$ cat config.mk
export PLATFORM = sky130hd
export DESIGN_NAME = nukv_rotation_sched
export DESIGN_NICKNAME = d
export VERILOG_FILES = /design/src/rtl/nukv_rotation_sched.sv
export SDC_FILE = /design/constraint.sdc
export NUM_CORES = 1
export LEC_CHECK = 0
export ABC_AREA = 0
export CORE_AREA = 2 2 603 605
export CTS_CLUSTER_DIAMETER = 80
export DETAILED_ROUTE_END_ITERATION = 12
export DIE_AREA = 0 0 605 607
export PLACE_DENSITY = 0.3
export SYNTH_ARGS = -nofsm -noshare
export SYNTH_HDL_FRONTEND = slang
export SYNTH_SLANG_ARGS = --single-unit
$ cat constraint.sdc
create_clock -name clk -period 6.09 [get_ports clk]
set_input_delay 1.827 -clock clk [delete_from_list [all_inputs] [get_ports clk]]
set_output_delay 1.827 -clock clk [all_outputs]
set_load 0.02 [all_outputs]
$ cat src/rtl/nukv_rotation_sched.sv
// Command sequencer in front of the rotation path: steers value words into the matrix
// buffer (load) or to the rotation engine (rotate), and tracks matrix residency.
//
// state       | meaning
// S_IDLE      | waiting for a command, cmd_ready high
// S_LOAD      | forwarding matrix words to the buffer, dropping any excess words
// S_LOAD_WAIT | all load words taken, waiting for the buffer's matrix_last
// S_FLUSH     | one-cycle buffer flush after a truncated load
// S_ROTATE    | passing value words to the rotation engine
// S_DISCARD   | draining a rotate command that arrived with no matrix resident
module nukv_rotation_sched #(
  parameter int MEMORY_WIDTH        = 512,
  parameter int COL_COUNT           = 3,
  parameter int COL_WIDTH           = 64,
  parameter int VALUE_SIZE_BYTES_NO = 2,
  parameter int CNT_WIDTH           = 16
) (
  input  logic                    clk,
  input  logic                    rst,
  input  logic                    i_cmd_valid,
  output logic                    o_cmd_ready,
  input  logic                    i_cmd_load,
  input  logic [CNT_WIDTH-1:0]    i_cmd_words,
  input  logic [MEMORY_WIDTH-1:0] i_in_data,
  input  logic                    i_in_valid,
  output logic                    o_in_ready,
  output logic [MEMORY_WIDTH-1:0] o_buf_data,
  output logic                    o_buf_valid,
  input  logic                    i_buf_ready,
  input  logic                    i_buf_matrix_last,
  output logic                    o_buf_flush,
  output logic [MEMORY_WIDTH-1:0] o_rot_data,
  output logic                    o_rot_valid,
  input  logic                    i_rot_ready,
  output logic                    o_rot_last,
  output logic                    o_matrix_loaded,
  output logic                    o_err
);

  localparam int MB = COL_COUNT * COL_COUNT * COL_WIDTH;
  localparam int FB = MEMORY_WIDTH - 8 * VALUE_SIZE_BYTES_NO;
  localparam int LOAD_WORDS = (MB <= FB) ? 1 : 1 + (MB - FB + MEMORY_WIDTH - 1) / MEMORY_WIDTH;
  localparam logic [CNT_WIDTH-1:0] LOAD_WORDS_C = CNT_WIDTH'(LOAD_WORDS);

  typedef enum logic [2:0] {
    S_IDLE,
    S_LOAD,
    S_LOAD_WAIT,
    S_FLUSH,
    S_ROTATE,
    S_DISCARD
  } state_t;

  state_t                 r_state;
  logic [CNT_WIDTH-1:0]   r_cnt;
  logic [CNT_WIDTH-1:0]   r_words;
  logic                   r_loaded;
  logic                   r_got_last;
  logic                   r_err;

  logic w_last;
  logic w_fwd;
  logic w_cmd_ready;
  logic w_in_ready;
  logic w_buf_valid;
  logic w_rot_valid;
  logic w_rot_last;
  logic w_accept;

  assign w_last   = (r_cnt == r_words - CNT_WIDTH'(1));
  assign w_fwd    = (r_cnt < LOAD_WORDS_C);
  assign w_accept = i_in_valid & w_in_ready;

  always_comb begin
    w_cmd_ready = 1'b0;
    w_in_ready  = 1'b0;
    w_buf_valid = 1'b0;
    w_rot_valid = 1'b0;
    w_rot_last  = 1'b0;
    case (r_state)
      S_IDLE:    w_cmd_ready = 1'b1;
      S_LOAD: begin
        if (w_fwd) begin
          w_buf_valid = i_in_valid;
          w_in_ready  = i_buf_ready;
        end else begin
          w_in_ready  = 1'b1;
        end
      end
      S_ROTATE: begin
        w_rot_valid = i_in_valid;
        w_in_ready  = i_rot_ready;
        w_rot_last  = w_last;
      end
      S_DISCARD: w_in_ready = 1'b1;
      default:   ;
    endcase
  end

  // Reset gates every handshake so an abandoned command consumes nothing more.
  assign o_cmd_ready     = w_cmd_ready & ~rst;
  assign o_in_ready      = w_in_ready & ~rst;
  assign o_buf_valid     = w_buf_valid & ~rst;
  assign o_rot_valid     = w_rot_valid & ~rst;
  assign o_rot_last      = w_rot_last & ~rst;
  assign o_matrix_loaded = r_loaded & ~rst;
  assign o_err           = r_err & ~rst;
  assign o_buf_flush     = rst | (r_state == S_FLUSH);
  assign o_buf_data      = i_in_data;
  assign o_rot_data      = i_in_data;

  always_ff @(posedge clk) begin
    if (rst) begin
      r_state    <= S_IDLE;
      r_cnt      <= '0;
      r_words    <= '0;
      r_loaded   <= 1'b0;
      r_got_last <= 1'b0;
      r_err      <= 1'b0;
    end else begin
      r_err <= 1'b0;
      case (r_state)
        S_IDLE: begin
          if (i_cmd_valid) begin
            r_words <= i_cmd_words;
            r_cnt   <= '0;
            if (i_cmd_load) begin
              r_loaded   <= 1'b0;
              r_got_last <= 1'b0;
              if (i_cmd_words == '0) begin
                r_err   <= 1'b1;
                r_state <= S_FLUSH;
              end else begin
                r_state <= S_LOAD;
              end
            end else if (i_cmd_words != '0) begin
              if (r_loaded) begin
                r_state <= S_ROTATE;
              end else begin
                r_err   <= 1'b1;
                r_state <= S_DISCARD;
              end
            end
          end
        end
        S_LOAD: begin
          if (i_buf_matrix_last) r_got_last <= 1'b1;
          if (w_accept) begin
            r_cnt <= r_cnt + CNT_WIDTH'(1);
            if (w_last) begin
              if (r_words < LOAD_WORDS_C) begin
                r_err   <= 1'b1;
                r_state <= S_FLUSH;
              end else begin
                r_state <= S_LOAD_WAIT;
              end
            end
          end
        end
        S_LOAD_WAIT: begin
          if (r_got_last | i_buf_matrix_last) begin
            r_got_last <= 1'b1;
            r_loaded   <= 1'b1;
            r_state    <= S_IDLE;
          end
        end
        S_FLUSH: r_state <= S_IDLE;
        S_ROTATE, S_DISCARD: begin
          if (w_accept) begin
            r_cnt <= r_cnt + CNT_WIDTH'(1);
            if (w_last) r_state <= S_IDLE;
          end
        end
        default: r_state <= S_IDLE;
      endcase
    end
  end

endmodule
* Word-level counts from Yosys, hierarchy flattened *
Cells that the tools add are included.

storage, ports and cells
  bits in latches = 0
  memory bits (read-only) = 0
  output and inout port bits = 1032
  bits in writable memories = 0
  bits of input ports = 536
  memories = 0
  flip-flop bits (word level) = 38

operators by class
  add/sub/neg operators = 2
  bitwise operators = 11
  $lt $le $gt $ge = 2
  mux-type cells = 37
  div/mod/pow operators = 0
  reductions and logical operators = 13
  multipliers = 0
  shifts and indexed selects = 0
  eq/ne operators = 16

operators by type and width
  operator                                                                       number
  16-bit by 2-bit less-than comparator with 1-bit output, second input constant  2
  16-bit 2-to-1 mux                                                              2
  16-bit case mux with 2 select lines                                            1
  3-bit 2-to-1 mux                                                               8
  1-bit 2-to-1 mux                                                               20
  16-bit by 1-bit adder with 16-bit output, second input constant                1
  16-bit == test                                                                 1
  16-bit logical NOT                                                             1
  2-bit != test, second input constant                                           8
  16-bit nonzero test                                                            1
  16-bit by 1-bit subtractor with 16-bit output, second input constant           1
  3-bit case mux with 4 select lines                                             1
  1-bit AND                                                                      8
  7-bit AND reduction                                                            1
  3-bit by 2-bit == test with 1-bit output, second input constant                2
  3-bit == test, second input constant                                           2
  1-bit case mux with 3 select lines                                             2
  5-bit AND reduction                                                            1
  1-bit case mux with 2 select lines                                             2
  4-bit AND reduction                                                            1
  2-bit nonzero test                                                             2
  3-bit by 1-bit == test with 1-bit output, second input constant                1
  3-bit logical NOT                                                              1
  3-bit != test, second input constant                                           1
  other kinds (9)                                                                10

* Longest topological paths before layout *
Gate-level depths: netlist (run 1).

  depth in word-level cells = 6
  gate-level depth with buffers = 10

* Worst setup path after synthesis (run 1) *
No wires, ideal clock.

  path type = input port to output port
  start = input rst
  end = output o_in_ready
  cell stages on the path = 3
  slack = 1.465 ns
  arrival time = 2.798 ns
  path through = clkbuf_1 > nor2_1 > a21boi_0

between the ends
  word-level cells in the longest chain between the ends = 2

ends and longest elaborated chain
  item             line  source
  start, declared  19    input logic rst,
  1-bit inverter   102   assign o_in_ready = w_in_ready & ~rst;
  1-bit AND        102
  end, declared    26    output logic o_in_ready,

Every way passes these cells.

* Worst setup path in the final report (run 1) *
  start = register r_words[0]
  end = output o_rot_last

between the ends
  word-level cells in the longest chain between the ends = 4

ends and longest elaborated chain
  item                                           line  source
  start, declared                                56    logic [CNT_WIDTH-1:0] r_words;
  start signal, assigned                         125   r_words <= i_cmd_words;
  16-bit by 1-bit subtractor with 16-bit output  70    assign w_last = (r_cnt == r_words - CNT_WIDTH'(1));
  16-bit == test                                 70
  1-bit 2-to-1 mux                               80    case (r_state)
  1-bit AND                                      105   assign o_rot_last = w_rot_last & ~rst;
  end, declared                                  35    output logic o_rot_last,

Every way passes these cells.

==> results of run 1 <==
==> how the worst min path moves through the flow <==
stage / slack (ns) / end / cells past startpoint
2_1_floorplan: 0.46 / r_words[14] / 2
3_3_place_gp: 0.50 / r_words[1] / 2
3_5_place_dp: 0.50 / r_words[1] / 2
4_1_cts: 0.51 / r_words[1] / 2
5_1_grt: 0.55 / r_words[1] / 2
6_report: 0.50 / r_words[1] / 2
==> logic make-up (layout without fill, tap and decap cells) <==
logic type | after synthesis | after routing
XOR/XNOR | 26 | 26
flip-flops | 38 | 38
AND/OR/NAND/NOR | 157 | 157
buffers and inverters | 1053 | 53
adder cells (fa/ha/maj) | 2 | 2
AO/OA/AOI/OAI | 71 | 71
other | 0 | 5
==> worst max-delay path, delay by kind of cell (launching register included) <==
kind                       cells  cell delay, ns
buffers and inverters          3            0.48
and+or+nand+nor                5            1.81
DFF                            1            0.34
xor gates and xnor gates       1            0.19
adders and majority gates      1            0.18
==> through the flow <==
stage	power, mW	instances	util, %	area (um2)
2_1_floorplan	1.590	1347	-	10080
3_3_place_gp	0.8313	5133	2.416	8720
3_5_place_dp	0.8310	5133	2.416	8720
4_1_cts	1.116	5141	2.458	8871
5_1_grt	1.168	5141	2.458	8871
6_report	1.084	5146	2.462	8884
==> power groups by stage <==
stage	Sequential [mW]	Clock, mW	Combinational (mW)
after floorplan	0.310	0	1.28
after global placement	0.347	0	0.484
after detailed placement	0.347	0	0.484
after CTS	0.342	0.289	0.486
after global routing	0.347	0.299	0.523
final	0.342	0.277	0.465
==> metal layers <==
metal | wire length (um) | share of wire, % | GRT usage, % | up-vias
li1 | - | - | - | 1207
met1 | 26020 | 14 | 3.824 | 1832
met2 | 80450 | 44 | 14.64 | 1641
met3 | 67650 | 37 | 16.68 | 224
met4 | 6877 | 3.8 | 3.038 | 20
met5 | 731 | 0.40 | 1.607 | -
==> registers in the layout, summed over array words and instances, names as in the netlist <==
name and count:
r_err 1, r_words 16, r_state 3, r_cnt 16, r_loaded 1, r_got_last 1
==> layout make-up <==
class	instances	area, um2
diodes	5	12.51
clock buffers	6	138.9
clock inverters	2	12.51
fillers	43110	352000
inverters	9	33.78
multi-input cells	256	1511
flip-flops and latches	38	760.7
well taps	4794	5998
repair buffers	36	415.4
==> layout by cell type (no fill, tap or decap), drive strengths merged, types with 5 or more instances in the layout <==
| cell type | n |
|---|---|
| o21ai | 14 |
| diode | 5 |
| nand3 | 12 |
| nand2 | 47 |
| dfxtp | 38 |
| or3 | 12 |
| nor4 | 16 |
| buf | 13 |
| nor3 | 13 |
| clkbuf | 6 |
| inv | 9 |
| nor2b | 6 |
| xor2 | 7 |
| a21oi | 29 |
| xnor2 | 19 |
| nor2 | 26 |
| clkdlybuf4s50 | 23 |
==> flow_summary.ini, run 1 <==
[floorplan]
fp.dieW_um = 605
design.die.area_um2 = 367200
fp.dieH_um = 607
core_um2 = 360900
start_util_pct = 2.793
pin_count = 1568
rows = 221

[power]
power_density_nw_per_um2 = 122.0
power.internal_mw = 0.6114
leakagePower_nw = 1.027
clkPwrFrac_pct = 25.5
p_comb_share_pct = 42.9
ir_worst_vdd_mv = 0.07888
p_switching_mw = 0.4724
pwr-share-seq_pct = 31.6
swShare_pct = 43.59

[routing]
wirelength_um = 181700
vias_per_cell = 0.9569
vias = 4924
dr.first_iter.drc_count = 376
dr.pass1.iters = 4
drc = 0
routedWlPerCell_um = 35.31
antenna_left = 0

[sta]
setup_ws_ns = 0.9453
clock_skew_ns = 0.01453
slew_viol_final = 0
finalSetupViolations = 0
fin_crit_sh_pct = 84.48
tns_ns = 0
fmax_mhz = 194.4
relSlewSlack_pct = 44.69
worst_slew_pin_slew_ns = 0.8296
hold_violations = 0
rsz0062_at_grt = no
fin_hold_ws_ns = 0.5009
period_minus_slack_ns = 5.145

[critical_path]
critical_path.max_stage_delay_ns = 0.60
reg2reg_to = r_state[1]
rrSetupSlack_ns = 3.07
crit_top_cell = nor4_1
end_kind = output pin
crit_path_top_delay_cell = or4b_1
crit_required_ns = 4.26
path_cells = inv_1, ha_1, or4b_1, nor4_1, xnor2_1, nand3_1, nor4_1, buf_4, and3_1, buf_12
r2r_cells = 10
startpoint = r_words[0]
crit_end = o_rot_last
critPathKind = reg2out
critPathLaunchType = flip-flop
cp.arrival_ns = 3.32
path_max_fanout = 8
r2r_start = r_words[0]

[clock_network]
clockBufferDepth = 2
post-cts-setup-buffers = 0
ctsResizeCount = 0
ctsHoldBuffers = 0
htree_levels = 2
cts_tree = yes
cts_root_buf = clkbuf_16
path_clk_slew_ns = 0.05
clk_latency_ns = 0.30
cts_buffers = 5
clkSinkCount = 38

[flow_run]
max-cap-violations = 0

[worst_hold_path]
min_from = r_words[1]
hold_class = reg2reg

[placement]
hpwl_um = 171700
port_buffers = 31
place.gp.congestion = 0.6433
post-place-ws_ns = 0.8870

[logic_synthesis]
synth_xor_area_share_pct = 2.259
synthSimpleGateAreaFrac_pct = 8.131
yosysTopAreaCellShare_pct = 76.27
synthFlopType = dfxtp_1
avgSynthCellArea_um2 = 7.483
synth_top_family_by_area = buffers and inverters
synthTopCellsByCount = buf_4, nand2_1, dfxtp_1, a21oi_1, nor2_1
synth_cell_types = 50
ys_seq_elements = 38
synth_most_common_cell = buf_4
yosysSeqAreaShare_pct = 7.547
synth-edff-count = 0
yosys-top-cells-area = buf_4, dfxtp_1, nand2_1
postSynthCellCount = 1347
syn_nets = 1885
synthMuxAreaShare_pct = 0
synth_compound_area_share_pct = 4.357
ys_warn_count = 0
yosysTopAreaCell = buf_4
synth_area_um2 = 10080
async_flop_share_pct = 0
synth_fa_ha_area_share_pct = 0.2483

[global_route]
grt_first_pass_wirelength_um = 192800
grt_pass1_vias = 4634
track_usage_pct = 9.415
grt_max_degree = 28
antenna_found_initial = 8
overflow = 0

[layout]
drive_above_1_share_pct = 8.069
nets = 884
synthToLayoutAreaGrowth_pct = -11.87

[run_status]
status = finished, final reports clean
Note: power is estimated with default switching activity, not from simulation.
==> run 2: changes to the inputs <==
CORE_AREA = 2 2 615 617   (was 2 2 603 605)
DIE_AREA = 0 0 617 619   (was 0 0 605 607)
clock period = 4.85 ns   (was 6.09 ns; I/O delays follow)
==> flow_summary.ini, run 2 (synthesis results as in run 1) <==
[sta]
relSlewSlack_pct = 48.36
rsz0062_at_grt = no
period_minus_slack_ns = 4.517
fmax_mhz = 221.4
tns_ns = 0
finalSetupViolations = 0
hold_violations = 0
fin_crit_sh_pct = 93.12
worst_slew_pin_slew_ns = 0.7738
clock_skew_ns = 0.01824
slew_viol_final = 0
fin_hold_ws_ns = 0.5015

[routing]
vias = 4806
wirelength_um = 177700
vias_per_cell = 0.8981
routedWlPerCell_um = 33.20
antenna_left = 0
dr.first_iter.drc_count = 309
dr.pass1.iters = 5
drc = 0

[global_route]
antenna_found_initial = 3
overflow = 0
grt_pass1_vias = 4582
grt_max_degree = 28
grt_first_pass_wirelength_um = 189000
track_usage_pct = 8.905

[floorplan]
core_um2 = 374700
rows = 225
start_util_pct = 2.690
design.die.area_um2 = 381900
pin_count = 1568
fp.dieH_um = 619
fp.dieW_um = 617

[power]
leakagePower_nw = 1.095
ir_worst_vdd_mv = 0.2048
power_density_nw_per_um2 = 163.0

[layout]
biggestRegsByFlops = r_cnt x16, r_words x16, r_state x3
synthToLayoutAreaGrowth_pct = -8.329
nFillCells = 44680
layout_common_cells = nand2_1, dfxtp_1, a21oi_1
drive_above_1_share_pct = 10.70
nets = 892
final_common_cell = nand2_1
fin_area_um2 = 9240

[run_status]
status = finished, final reports clean

[worst_hold_path]
hold_class = reg2reg

[clock_network]
ctsHoldBuffers = 0
cts_root_buf = clkbuf_16
clk_latency_ns = 0.32
post-cts-setup-buffers = 0
cts_buffers = 5
path_clk_slew_ns = 0.06
cts_tree = yes
clkSinkCount = 38
clockBufferDepth = 2
htree_levels = 2

[placement]
port_buffers = 31
placed_area_um2 = 9017
place.gp.congestion = 0.6450
hpwl_um = 167800

[critical_path]
cp.arrival_ns = 3.06
crit_required_ns = 3.39
end_kind = output pin
critPathKind = reg2out
critPathLaunchType = flip-flop
path_max_fanout = 8

[flow_run]
max-cap-violations = 0
[run 2: cell count changes in the layout (fill, tap and decap cells not counted), sizes merged]
| cell | before | now |
|---|---|---|
| buf | 13 | 21 |
| diode | 5 | 2 |
| clkinv | 1 | 0 |
| clkinvlp | 1 | 0 |
| bufinv | 0 | 2 |
[run 2: final cells by class]
| type | count | area [um2] | area share, % |
|---|---|---|---|
| Tap cell | 4994 | 6248 | 67.62 |
| Timing Repair Buffer | 44 | 462.9 | 5.010 |
| Antenna cell | 2 | 5.005 | 0.05416 |
| Clock inverter | 2 | 60.06 | 0.6500 |
| Clock buffer | 6 | 138.9 | 1.503 |
| Multi-Input combinational cell | 256 | 1530 | 16.56 |
| Sequential cell | 38 | 760.7 | 8.233 |
| Inverter | 9 | 33.78 | 0.3656 |
[run 2: critical path: stages (launching register included)]
cell and delay [ns]:
dfxtp_1 0.35, inv_1 0.08, ha_1 0.20, or4b_4 0.54, and4bb_2 0.33, xnor2_1 0.11, nand3_1 0.16, nor4_4 0.33
buf_4 0.20, and3_1 0.16, buf_4 0.15, buf_12 0.12
[run 2: what timing repair did]
item / CTS / global route
endpoints found under the setup margin: 1 / 1
pin swaps: 0 / 0
resized for setup: 1 / 2
[run 2: where the power goes]
| part | total [mW] | switching, mW | internal [mW] |
|---|---|---|---|
| registers | 0.429 | 0.0783 | 0.350 |
| logic | 0.606 | 0.376 | 0.230 |
| clock network | 0.471 | 0.162 | 0.310 |
[run 2: routing by layer]
metal | vias to the layer above | routed length (um) | track usage, %
li1 | 1215 | - | -
met1 | 1805 | 21590 | 3.028
met2 | 1516 | 81600 | 14.46
met3 | 252 | 66130 | 15.66
met4 | 18 | 7552 | 3.356
met5 | - | 805 | 1.515
[run 2: through the flow]
step / setup WS, ns / power [mW] / cells / utilization, %
CTS: 0.06826 / 1.552 / 5349 / 2.461
global placement: 0.2487 / 1.073 / 5341 / 2.407
detailed placement: 0.2996 / 1.065 / 5341 / 2.407
global route: 0.08231 / 1.607 / 5351 / 2.466
finish: 0.3334 / 1.506 / 5351 / 2.466
floorplan: 0.9692 / 1.997 / 1347 / -
[run 2: worst paths after layout]
path                             startpoint  depth (start not counted)           to  slack [ns]
worst min register to register  r_words[14]                          2  r_words[14]        0.50
worst min-delay path            r_words[14]                          2  r_words[14]        0.50
worst max-delay path             r_words[0]                         11   o_rot_last        0.33
worst max register to register   r_words[0]                          9        r_err        1.95
==> run 3: changes to the inputs <==
SKIP_CTS_REPAIR_TIMING = 1   (was default)
==> flow_summary.ini, run 3 (synthesis results as in run 1) <==
[sta]
fin_crit_sh_pct = 93.37
fin_hold_ws_ns = 0.5054
period_minus_slack_ns = 4.528
setup_ws_ns = 0.3216
worst_slew_pin_slew_ns = 0.7835
tns_ns = 0
fmax_mhz = 220.8
finalSetupViolations = 0
relSlewSlack_pct = 47.71
hold_violations = 0
clock_skew_ns = 0.01782
rsz0062_at_grt = no
slew_viol_final = 0

[placement]
post-place-ws_ns = 0.2996
place.gp.congestion = 0.6450
placed_area_um2 = 9017
dp_cells = 5341
port_buffers = 31
hpwl_um = 167800

[critical_path]
crit_top_cell = buf_4
critPathKind = reg2out
path_cells = inv_1, ha_1, or4b_4, and4bb_2, xnor2_1, nand3_1, nor4_4, buf_4, and3_1, buf_4, buf_12
crit_path_top_delay_cell = or4b_4
path_max_fanout = 8
crit_buf_inv = 4
critical_path.max_stage_delay_ns = 0.54
critPathLaunchType = flip-flop
end_kind = output pin
crit_family = simple AND/OR/NAND/NOR gates
crit_required_ns = 3.39
cp.arrival_ns = 3.07

[floorplan]
pin_count = 1568
rows = 225
design.die.area_um2 = 381900
start_util_pct = 2.690
fp.dieW_um = 617
core_um2 = 374700
fp.dieH_um = 619

[clock_network]
cts_root_buf = clkbuf_16
cts_tree = yes
htree_levels = 2
path_clk_slew_ns = 0.07
clkSinkCount = 38
clockBufferDepth = 2
clk_latency_ns = 0.32
cts_buffers = 5

[global_route]
met1_usage_pct = 3.027
grtUsageMet2_pct = 14.47
antenna_found_initial = 3
overflow = 0
track_usage_pct = 8.904
grt_use_met3_pct = 15.66
top_usage_layer = met3
grt_pass1_vias = 4571
grt_max_degree = 28
grt_first_pass_wirelength_um = 188900

[layout]
synthToLayoutAreaGrowth_pct = -8.329
fin_cells = 5351
drive_above_1_share_pct = 10.70
final_common_cell = nand2_1
nets = 892
fin_area_um2 = 9240
finish.utilization_pct = 2.466
biggestRegsByFlops = r_cnt x16, r_words x16, r_state x3
layout_common_cells = nand2_1, dfxtp_1, a21oi_1

[flow_run]
max-cap-violations = 0

[run_status]
status = finished, final reports clean

[power]
leakagePower_nw = 1.095
ir_worst_vdd_mv = 0.2047
finalPower_mw = 1.506
power_density_nw_per_um2 = 163.0

[routing]
vias_per_cell = 0.8950
dr.first_iter.drc_count = 322
drc = 0
wirelength_um = 177600
vias = 4789
antenna_left = 0
routedWlPerCell_um = 33.20
dr.pass1.iters = 4

[worst_hold_path]
hold_class = reg2reg
## run 3: cell counts in the layout (fill, tap and decap cells not counted)
Identical to the previous run, type by type.
## run 3: layout make-up
type	count	area (um2)
inverters	9	33.78
multi-input cells	256	1530
flip-flops and latches	38	760.7
clock buffers	6	138.9
fillers	44680	365500
repair buffers	44	462.9
clock inverters	2	60.06
well taps	4994	6248
diodes	2	5.005
## run 3: metal layers
| layer | wire, um | share of wire, % |
|---|---|---|
| met5 | 805 | 0.45 |
| met4 | 7496 | 4.2 |
| met3 | 66130 | 37 |
| met2 | 81630 | 46 |
| met1 | 21580 | 12 |
## run 3: worst register-to-register path: stages (launching register included)
cell and delay [ns]:
dfxtp_1 0.35, inv_1 0.08, ha_1 0.20, or4b_4 0.54
and4bb_2 0.33, xnor2_1 0.11, nand3_1 0.16, or4_4 0.59
nor3_2 0.23, o211a_1 0.23
## run 3: final timing paths
| check | from | end | slack (ns) | depth (start not counted) |
|---|---|---|---|---|
| worst min register to register | r_words[14] | r_words[14] | 0.51 | 2 |
| worst max register to register | r_words[0] | r_err | 1.95 | 9 |
| worst min-delay path | r_words[14] | r_words[14] | 0.51 | 2 |
| worst max-delay path | r_words[0] | o_rot_last | 0.32 | 11 |
## run 3: power by group
group / total, mW / internal, mW / switching [mW]
combinational: 0.605 / 0.230 / 0.375
clock: 0.472 / 0.310 / 0.163
sequential: 0.429 / 0.350 / 0.0782
total: 1.51 / 0.890 / 0.616
